<file path="config.mk">
export PLATFORM = sky130hd
export DESIGN_NAME = nano_bulk_upload_flat
export DESIGN_NICKNAME = d
export VERILOG_FILES = /design/src/rtl/nano_bulk_upload_if.sv /design/src/rtl/nano_bulk_upload.sv /design/src/flat_wrapper.sv
export SDC_FILE = /design/constraint.sdc
export NUM_CORES = 1
export LEC_CHECK = 0
export ABC_CLOCK_PERIOD_IN_PS = 4800
export CORE_MARGIN = 5
export CORE_UTILIZATION = 55
export CTS_CLUSTER_SIZE = 8
export DETAILED_ROUTE_END_ITERATION = 12
export PLACE_DENSITY = 0.83
export SYNTH_ARGS = -nofsm -noshare
export SYNTH_HDL_FRONTEND = slang
export SYNTH_SLANG_ARGS = --single-unit
</file>
<file path="constraint.sdc">
create_clock -name wb_clk_i -period 4.8 [get_ports wb_clk_i]
set_input_delay 0.96 -clock wb_clk_i [delete_from_list [all_inputs] [get_ports wb_clk_i]]
set_output_delay 0.96 -clock wb_clk_i [all_outputs]
set_load 0.01 [all_outputs]
</file>
<file path="src/rtl/nano_bulk_upload_if.sv">
// Wishbone slave bus bundle for the bulk upload block.
// Master drives the request side, slave returns data and ack.
interface nano_bulk_upload_if;
  logic [15:0] wb_dat_i;
  logic [15:0] wb_dat_o;
  logic        wb_we_i;
  logic        wb_adr_i;
  logic [1:0]  wb_sel_i;
  logic        wb_stb_i;
  logic        wb_cyc_i;
  logic        wb_ack_o;

  modport master (
    output wb_dat_i, wb_we_i, wb_adr_i,
    output wb_sel_i, wb_stb_i, wb_cyc_i,
    input  wb_dat_o, wb_ack_o
  );

  modport slave (
    input  wb_dat_i, wb_we_i, wb_adr_i,
    input  wb_sel_i, wb_stb_i, wb_cyc_i,
    output wb_dat_o, wb_ack_o
  );
endinterface

</file>
<file path="src/rtl/nano_bulk_upload.sv">
// CPU-to-host bulk upload over Virtual Wire.
// Fill buffer takes CPU bytes, hold buffer drives the probe.
module nano_bulk_upload #(
  parameter int FLUSH_THRESH = 31,
  parameter int SYNC_STAGES  = 2
) (
  input  logic                wb_clk_i,
  input  logic                wb_rst_n_i,
  nano_bulk_upload_if.slave   wb,
  output logic [255:0]        vw_bulkdata_out,
  input  logic                vw_bulkack_in
);

  localparam logic [4:0] THR  = 5'(FLUSH_THRESH);
  localparam logic [4:0] FULL = 5'd31;

  logic                   ack_q;
  logic [15:0]            dat_q, dat_d;
  logic [247:0]           fill_q, fill_d;
  logic [4:0]             cnt_q, cnt_d;
  logic                   pend_q, pend_d;
  logic                   ovf_q, ovf_d;
  logic                   strobe_q, strobe_d;
  logic [4:0]             hcnt_q, hcnt_d;
  logic [247:0]           hdat_q, hdat_d;
  logic [SYNC_STAGES-1:0] sync_q;

  logic       accept;
  logic       rd;
  logic       push;
  logic       ctrl_wr;
  logic       ack_s;
  logic       busy;
  logic       handover;
  logic [7:0] pbyte;
  logic       unused_ok;

  assign accept  = wb.wb_stb_i & wb.wb_cyc_i & ~ack_q;
  assign rd      = accept & ~wb.wb_we_i;
  assign push    = accept & wb.wb_we_i & ~wb.wb_adr_i
                 & wb.wb_sel_i[0];
  assign ctrl_wr = accept & wb.wb_we_i & wb.wb_adr_i;
  assign pbyte   = wb.wb_dat_i[7:0];

  assign ack_s    = sync_q[SYNC_STAGES-1];
  assign busy     = strobe_q ^ ack_s;
  assign handover = ~busy & (cnt_q != 5'd0)
                  & (pend_q | (cnt_q >= THR));

  assign unused_ok = ^{wb.wb_dat_i[15:8], wb.wb_sel_i[1]};

  assign wb.wb_ack_o     = ack_q;
  assign wb.wb_dat_o     = dat_q;
  assign vw_bulkdata_out = {strobe_q, 2'b00, hcnt_q, hdat_q};

  // Next state for buffers, flags and read data.
  always_comb begin
    fill_d   = fill_q;
    cnt_d    = cnt_q;
    pend_d   = pend_q;
    ovf_d    = ovf_q;
    strobe_d = strobe_q;
    hcnt_d   = hcnt_q;
    hdat_d   = hdat_q;
    dat_d    = dat_q;
    if (handover) begin
      hcnt_d   = cnt_q;
      hdat_d   = fill_q;
      strobe_d = ~strobe_q;
      pend_d   = 1'b0;
      fill_d   = '0;
      cnt_d    = 5'd0;
      if (push) begin
        fill_d[7:0] = pbyte;
        cnt_d       = 5'd1;
      end
    end else begin
      if (pend_q && cnt_q == 5'd0)
        pend_d = 1'b0;
      if (push) begin
        if (cnt_q != FULL) begin
          fill_d[{cnt_q, 3'b000} +: 8] = pbyte;
          cnt_d = cnt_q + 5'd1;
        end else begin
          ovf_d = 1'b1;
        end
      end
    end
    if (ctrl_wr) begin
      if (wb.wb_dat_i[0]) pend_d = 1'b1;
      if (wb.wb_dat_i[1]) ovf_d  = 1'b0;
    end
    if (rd) begin
      if (wb.wb_adr_i)
        dat_d = {11'd0, hcnt_q};
      else
        dat_d = {busy, ovf_q, pend_q, cnt_q, 8'd0};
    end
  end

  // State registers and host ack synchroniser.
  always_ff @(posedge wb_clk_i or negedge wb_rst_n_i) begin
    if (!wb_rst_n_i) begin
      ack_q    <= 1'b0;
      dat_q    <= '0;
      fill_q   <= '0;
      cnt_q    <= '0;
      pend_q   <= 1'b0;
      ovf_q    <= 1'b0;
      strobe_q <= 1'b0;
      hcnt_q   <= '0;
      hdat_q   <= '0;
      sync_q   <= '0;
    end else begin
      ack_q    <= accept;
      dat_q    <= dat_d;
      fill_q   <= fill_d;
      cnt_q    <= cnt_d;
      pend_q   <= pend_d;
      ovf_q    <= ovf_d;
      strobe_q <= strobe_d;
      hcnt_q   <= hcnt_d;
      hdat_q   <= hdat_d;
      sync_q   <= {sync_q[SYNC_STAGES-2:0], vw_bulkack_in};
    end
  end

endmodule

</file>
<file path="src/flat_wrapper.sv">
// flat-port wrapper written by rule: the top's interface ports become plain ports
module nano_bulk_upload_flat 
#(
  parameter int FLUSH_THRESH = 31,
  parameter int SYNC_STAGES  = 2
)
  (wb_clk_i, wb_rst_n_i, vw_bulkdata_out, vw_bulkack_in, wb_wb_dat_i, wb_wb_we_i, wb_wb_adr_i, wb_wb_sel_i, wb_wb_stb_i, wb_wb_cyc_i, wb_wb_dat_o, wb_wb_ack_o);
  nano_bulk_upload_if wb_i ();
  input  logic wb_clk_i;
  input  logic wb_rst_n_i;
  output logic [255:0] vw_bulkdata_out;
  input  logic vw_bulkack_in;
  input wire logic [$bits(wb_i.wb_dat_i)-1:0] wb_wb_dat_i;
  input wire logic [$bits(wb_i.wb_we_i)-1:0] wb_wb_we_i;
  input wire logic [$bits(wb_i.wb_adr_i)-1:0] wb_wb_adr_i;
  input wire logic [$bits(wb_i.wb_sel_i)-1:0] wb_wb_sel_i;
  input wire logic [$bits(wb_i.wb_stb_i)-1:0] wb_wb_stb_i;
  input wire logic [$bits(wb_i.wb_cyc_i)-1:0] wb_wb_cyc_i;
  output wire logic [$bits(wb_i.wb_dat_o)-1:0] wb_wb_dat_o;
  output wire logic [$bits(wb_i.wb_ack_o)-1:0] wb_wb_ack_o;
  assign wb_i.wb_dat_i = wb_wb_dat_i;
  assign wb_i.wb_we_i = wb_wb_we_i;
  assign wb_i.wb_adr_i = wb_wb_adr_i;
  assign wb_i.wb_sel_i = wb_wb_sel_i;
  assign wb_i.wb_stb_i = wb_wb_stb_i;
  assign wb_i.wb_cyc_i = wb_wb_cyc_i;
  assign wb_wb_dat_o = wb_i.wb_dat_o;
  assign wb_wb_ack_o = wb_i.wb_ack_o;
  nano_bulk_upload #(.FLUSH_THRESH(FLUSH_THRESH), .SYNC_STAGES(SYNC_STAGES)) u_core (.wb_clk_i(wb_clk_i), .wb_rst_n_i(wb_rst_n_i), .wb(wb_i), .vw_bulkdata_out(vw_bulkdata_out), .vw_bulkack_in(vw_bulkack_in));
endmodule
</file>
==> results of run 1 <==
-- sequential cells by signal, summed over array words and instances, names as in the netlist --
| register | count |
|---|---|
| u_core.pend_q | 1 |
| u_core.ovf_q | 1 |
| u_core.sync_q | 2 |
| u_core.cnt_q | 5 |
| u_core.wb.wb_dat_o | 13 |
| u_core.fill_q | 248 |
| u_core.hdat_q | 248 |
| u_core.wb.wb_ack_o | 1 |
| u_core.strobe_q | 1 |
| u_core.hcnt_q | 5 |
-- layer usage --
metal  part of all wire [%]  track usage, %  wire length (um)  vias to the layer above
met5                      0               0                 0                        -
met2                     49            44.3             28100                      657
met3                    7.7            6.36              4450                      107
met4                    2.7            9.88              1550                        0
li1                       -               -                 -                     7132
met1                     41            37.8             23400                     8059
-- cell type report --
class                      count  area share, %
tap                          511           2.48
sequential                   525           51.0
clock inverter                 6          0.248
multi-input combinational   1358           26.7
inverter                       7          0.102
clock buffer                  77           7.48
timing repair buffer         311           12.0
-- final timing paths --
check | from | endpoint | slack [ps]
worst max-delay path | u_core.cnt_q[1] | u_core.fill_q[138] | 830
worst min-delay path | u_core.sync_q[0] | u_core.sync_q[1] | 340
worst max register to register | u_core.cnt_q[1] | u_core.fill_q[138] | 830
worst min register to register | u_core.sync_q[0] | u_core.sync_q[1] | 340
max in group asynchronous | wb_rst_n_i | u_core.hdat_q[189] | 3190
min in group asynchronous | wb_rst_n_i | u_core.hdat_q[18] | 440
-- per-stage QoR --
step / total power, mW / setup WS, ps
floorplan: 5.19 / 1670
global placement: 5.53 / 791
detailed placement: 5.56 / 698
CTS: 10.2 / 915
global route: 10.4 / 603
finish: 10.1 / 828
-- power breakdown --
part           switching [mW]  internal, mW  leakage, nW
Combinational           0.662         0.249         4.76
Clock                    1.78          2.81        0.980
Sequential             0.0713          4.52         7.32
-- logic make-up (layout without fill, tap and decap cells) --
kind of cell	after synthesis	count (layout)	synth area share [%]
compound gates	250	250	9.11
xor+xnor	6	6	0.254
fa+ha+maj	6	6	0.363
buf+inv	146	401	3.47
flops	525	525	63.4
mux	41	41	1.99
other cells	1	5	0.0181
simple gates	1050	1050	21.4
-- cell usage in the layout, fill, tap and decap left out, types with 10 or more instances in the layout --
cell,n
a32oi_1,16
a32o_1,10
a21oi_1,39
a22o_1,112
nand3_1,47
nor2_1,87
buf_4,21
nand2b_1,10
nand2_1,842
clkdlybuf4s50_1,274
dfrtp_1,525
o21ai_0,39
a22oi_1,16
mux2i_1,40
clkbuf_16,77
==> reports/qor.tcl, run 1 <==
set qor(status) {finished clean}
set qor(yosysTopAreaCellShare_pct) 63.4
set qor(grt_antenna_before_repair) 0
set qor(multiInputGateArea_um2) 6880
set qor(final_layout_size_suffix_gt1_share_pct) 6.35
set qor(synth_cell_type_count) 57
set qor(numCtsBuffers) 75
set qor(synthDominantAreaCellType) {dfrtp_1}
set qor(crit_arrival_ps) 4430
set qor(number_of_enable_flip_flop_cells_after_synthesis) 0
set qor(drc) 0
set qor(synth-seq-cells) 525
set qor(worstSkewPairLatency_ps) 580
set qor(die_height_um) 204
set qor(unrepaired_setup_endpoints_after_global_routing) {false}
set qor(layout.cells.non_filler) 2795
set qor(critical_path_depth) 9
set qor(setup_viol) 0
set qor(dominantRegCellSynth) {dfrtp_1}
set qor(combined_flip_flop_and_latch_cell_area_um2) 13100
set qor(fmax_ghz) 0.252
set qor(cts_root_buf) {clkbuf_16}
set qor(grt_pass1_wl_um) 91700
set qor(worst_slew_pin_slew_ps) 1240
set qor(area.growth.synth_to_final_pct) 24.5
set qor(holdPathStages) 0
set qor(synth.avg_cell_area_um2) 10.2
set qor(drv_cap) 0
set qor(async_set_or_reset_flop_fraction_in_the_synthesized_netlist_pct) 100
set qor(drt.antenna.violating_nets) 0
set qor(globalRouteTotalUtil_pct) 27.7
set qor(route.final.wire_length_um) 57500
set qor(synth_cells) 2025
set qor(power_density_nw_per_um2) 392
set qor(timing.slew.headroom_pct) 17.2
set qor(startpoint_kind_of_the_worst_setup_timing_path) {flip-flop}
set qor(top_level_ports) 298
set qor(nNetsFinal) 2309
set qor(path_cells) {inv_1 -> ha_1 -> nand2b_1 -> nor2_1 -> ha_1 -> nand4bb_1 -> nor4_1 -> a21oi_1 -> a22o_1}
set qor(post_drt_via_cell_ratio) 5.71
set qor(ys_warnings) 0
set qor(worst_clock_skew_ps) 15.1
set qor(tritoncts) {yes}
set qor(cpLargestDelayFamily) {simple AND/OR/NAND/NOR gates}
set qor(place_area_um2) 23800
set qor(number_of_vias_after_detailed_routing) 16000
set qor(worst-setup-path-type) {flip-flop to flip-flop}
set qor(netlist_area_um2) 20700
set qor(place.port_buffers) 283
set qor(finalSetupTns_ps) 0
set qor(die_area_um2) 41600
set qor(ff2ff_path_depth) 9
set qor(vdd_ir_drop_max_mv) 0.257
set qor(min_period_ps) 3970
set qor(cp_num_buf_inv) 1
set qor(core_area_um2) 37400
set qor(most_frequently_used_cell_type_in_the_post_synthesis_netlist) {nand2_1}
set qor(detail_route.first_pass.iterations) 5
set qor(cts_setup_buffers) 0
set qor(endpoint_kind) {flip-flop}
set qor(ys_top_cells_by_area) {dfrtp_1 (63%), nand2_1 (15%), a22o_1 (4.7%)}
set qor(dp_hpwl_um) 35300
set qor(post_cts_resized) 0
set qor(critical-path-top-cell-by-count) {ha_1}
set qor(floorplan.initialDensity_pct) 55.4
set qor(layout.core_utilization_pct) 68.9
set qor(slowest_delay_ps) 810
set qor(wl_per_cell_um) 20.6
set qor(hold_path_class) {flip-flop to flip-flop}
set qor(diodes) 0
set qor(cell_with_the_largest_stage_delay_on_the_worst_path) {nor4_1}
set qor(grt_start_max_net_pins) 115
set qor(grt_remaining_overflow) 0
set qor(n_fill_cell) 2640
set qor(timing_max_transition_violations_final) 0
set qor(synth_top_cells_by_count) {nand2_1 (842), dfrtp_1 (525), a22o_1 (112)}
set qor(cts_hold_buf) 0
set qor(synth_seq_area_share_pct) 63.4
set qor(required_ps) 5250
set qor(finalHoldViolCount) 0
set qor(period_share_pct) 82.8
set qor(rows) 71
set qor(power.leakage_nw) 13.1
set qor(post-place-cells) 2712
set qor(post-route-cell-area_um2) 25800
set qor(initialDrtViolationCount) 1353
set qor(first_global_vias) 16300
set qor(die-width_um) 204
set qor(ctsHtreeMaxLevel) 3
set qor(crit_path_max_fanout) 12
set qor(fin_hold_ws_ps) 345
set qor(clk_pin_slew_ps) 50
set qor(cts.sinks) 525
set qor(cts.path.max_buffers) 3
set qor(gp_congestion) 0.844
No activity file was read; power rests on OpenSTA's default activity.
==> inputs of run 2 (changes only) <==
--- a/config.mk
+++ b/config.mk
@@ -5,12 +5,12 @@
 export SDC_FILE = /design/constraint.sdc
 export NUM_CORES = 1
 export LEC_CHECK = 0
-export ABC_CLOCK_PERIOD_IN_PS = 4800
+export ABC_CLOCK_PERIOD_IN_PS = 3800
 export CORE_MARGIN = 5
-export CORE_UTILIZATION = 55
+export CORE_UTILIZATION = 54
 export CTS_CLUSTER_SIZE = 8
 export DETAILED_ROUTE_END_ITERATION = 12
-export PLACE_DENSITY = 0.83
+export PLACE_DENSITY = 0.81
 export SYNTH_ARGS = -nofsm -noshare
 export SYNTH_HDL_FRONTEND = slang
 export SYNTH_SLANG_ARGS = --single-unit
==> constraint.sdc (replaced) <==
create_clock -name wb_clk_i -period 3.8 [get_ports wb_clk_i]
set_input_delay 0.76 -clock wb_clk_i [delete_from_list [all_inputs] [get_ports wb_clk_i]]
set_output_delay 0.76 -clock wb_clk_i [all_outputs]
set_load 0.01 [all_outputs]
==> run 2 against run 1 <==
Utilization fell by 0.28 points. Clock skew rose by 3.3 ps. Critical endpoint is now u_core.fill_q[144]. Hold slack got worse by 34 ps. Largest cell class unchanged. Sequential share of layout area fell by 0.27 points. Highest routed layer is now met5. Cell count increased by 0.54%.
==> reports/qor.tcl, run 2 (synthesis results as in run 1) <==
set qor(cts_setup_buffers) 0
set qor(rows) 71
set qor(place.port_buffers) 283
set qor(top_level_ports) 298
set qor(power_density_nw_per_um2) 493
set qor(wl_per_cell_um) 20.2
set qor(fmax_ghz) 0.275
set qor(gp_congestion) 0.879
set qor(drt.antenna.violating_nets) 0
set qor(ctsHtreeMaxLevel) 3
set qor(worst_clock_skew_ps) 18.3
set qor(first_global_vias) 16400
set qor(drv_cap) 0
set qor(final_layout_size_suffix_gt1_share_pct) 6.96
set qor(cts.sinks) 525
set qor(required_ps) 4230
set qor(cts.path.max_buffers) 3
set qor(startpoint_kind_of_the_worst_setup_timing_path) {flip-flop}
set qor(timing.slew.headroom_pct) 29.1
set qor(floorplan.initialDensity_pct) 54.8
set qor(mostFrequentLayoutCell) {nand2_1}
set qor(die_area_um2) 42400
set qor(tritoncts) {yes}
set qor(area.growth.synth_to_final_pct) 25.1
set qor(dp_hpwl_um) 35200
set qor(globalRouteTotalUtil_pct) 27.0
set qor(crit_path_max_fanout) 16
set qor(worst_slew_pin_slew_ps) 1060
set qor(post_drt_via_cell_ratio) 5.69
set qor(grt_remaining_overflow) 0
set qor(status) {finished clean}
set qor(drc) 0
set qor(worstSkewPairLatency_ps) 580
set qor(power.leakage_nw) 13.1
set qor(vdd_ir_drop_max_mv) 0.322
set qor(nNetsFinal) 2324
set qor(layout.core_utilization_pct) 68.6
set qor(setup_viol) 0
set qor(worst-setup-path-type) {flip-flop to flip-flop}
set qor(min_period_ps) 3630
set qor(initialDrtViolationCount) 1538
set qor(numCtsBuffers) 75
set qor(unrepaired_setup_endpoints_after_global_routing) {false}
set qor(timing_max_transition_violations_final) 0
set qor(endpoint_kind) {flip-flop}
set qor(grt_start_max_net_pins) 177
set qor(hold_path_class) {input pin to async pin}
set qor(fin_hold_ws_ps) 311
set qor(cts_root_buf) {clkbuf_16}
set qor(reg2reg_setup_slack_ps) 170
set qor(diodes) 0
set qor(layout_common_cells) {nand2_1 (842), dfrtp_1 (525), clkdlybuf4s50_1 (274)}
set qor(power.total_mw) 12.8
set qor(period_share_pct) 95.6
set qor(number_of_vias_after_detailed_routing) 16000
set qor(clk_pin_slew_ps) 50
set qor(die_height_um) 206
set qor(grt_antenna_before_repair) 1
set qor(die-width_um) 206
set qor(core_area_um2) 37800
set qor(finalHoldViolCount) 0
set qor(detail_route.first_pass.iterations) 5
set qor(route.final.wire_length_um) 56900
set qor(finalSetupTns_ps) 0
set qor(grt_pass1_wl_um) 90900
set qor(crit_arrival_ps) 4060
[run 2: cell types whose count changed in the layout (fill, tap and decap cells not counted)]
| cell | previous run | this run |
|---|---|---|
| buf_4 | 21 | 34 |
| clkbuf_8 | 0 | 1 |
| buf_12 | 7 | 9 |
| inv_6 | 3 | 2 |
| clkbuf_16 | 77 | 76 |
| clkbuf_1 | 0 | 1 |
| clkinv_2 | 1 | 0 |
| nor4_2 | 4 | 5 |
| nor4_1 | 4 | 3 |
| clkinv_8 | 2 | 3 |
[run 2: power breakdown]
group,internal (mW),leakage (nW),switching [mW]
sequential,5.71,7.32,0.0923
combinational,0.354,4.84,0.839
clock,3.54,0.975,2.25
[run 2: what timing repair did]
item / 4_1_cts / 5_1_grt
hold buffers: 0 / 0
gates resized for setup: 0 / 1
endpoints found under the setup margin: 0 / 16
[run 2: final timing paths]
check                                 start                 end  cells past startpoint
min                              wb_rst_n_i  u_core.hdat_q[149]                      1
max                         u_core.cnt_q[1]  u_core.fill_q[144]                     11
max in group asynchronous        wb_rst_n_i  u_core.fill_q[116]                      2
max reg2reg                 u_core.cnt_q[1]  u_core.fill_q[144]                     11
min in group wb_clk_i      u_core.sync_q[0]    u_core.sync_q[1]                      0
min reg2reg                u_core.sync_q[0]    u_core.sync_q[1]                      0
[run 2: final cells by class]
type	count	area [um2]
clock buffers	78	1920
clock inverters	5	66.3
fillers	2755	11800
inverters	7	26.3
multi-input cells	1358	6890
flip-flops and latches	525	13100
well taps	511	639
repair buffers	326	3230
[run 2: stage by stage]
step	worst slack, ps	cells	cell area (um2)
floorplan	666	2029	20700
finish	168	2810	25900
CTS	215	2810	25900
detailed placement	247	2727	23900
global placement	309	2727	23900
global route	4.54	2810	25900
[run 2: critical path, stage by stage, from the launching register on]
cell and delay, ps:
dfrtp_1 580, inv_1 210, ha_1 290, nand2b_1 120
nor2_1 60, ha_1 400, nand4bb_1 450, nor4_2 440
buf_4 260, nand2_1 340, nand3_1 220, o21ai_0 110
[run 2: per-layer routing]
layer | vias to the layer above | global-route usage (%) | part of all wire, %
met3 | 113 | 5.36 | 7.6
li1 | 7174 | - | -
met4 | 2 | 9.10 | 2.6
met5 | - | 0 | 0.025
met1 | 8057 | 38.0 | 42
met2 | 649 | 42.8 | 48
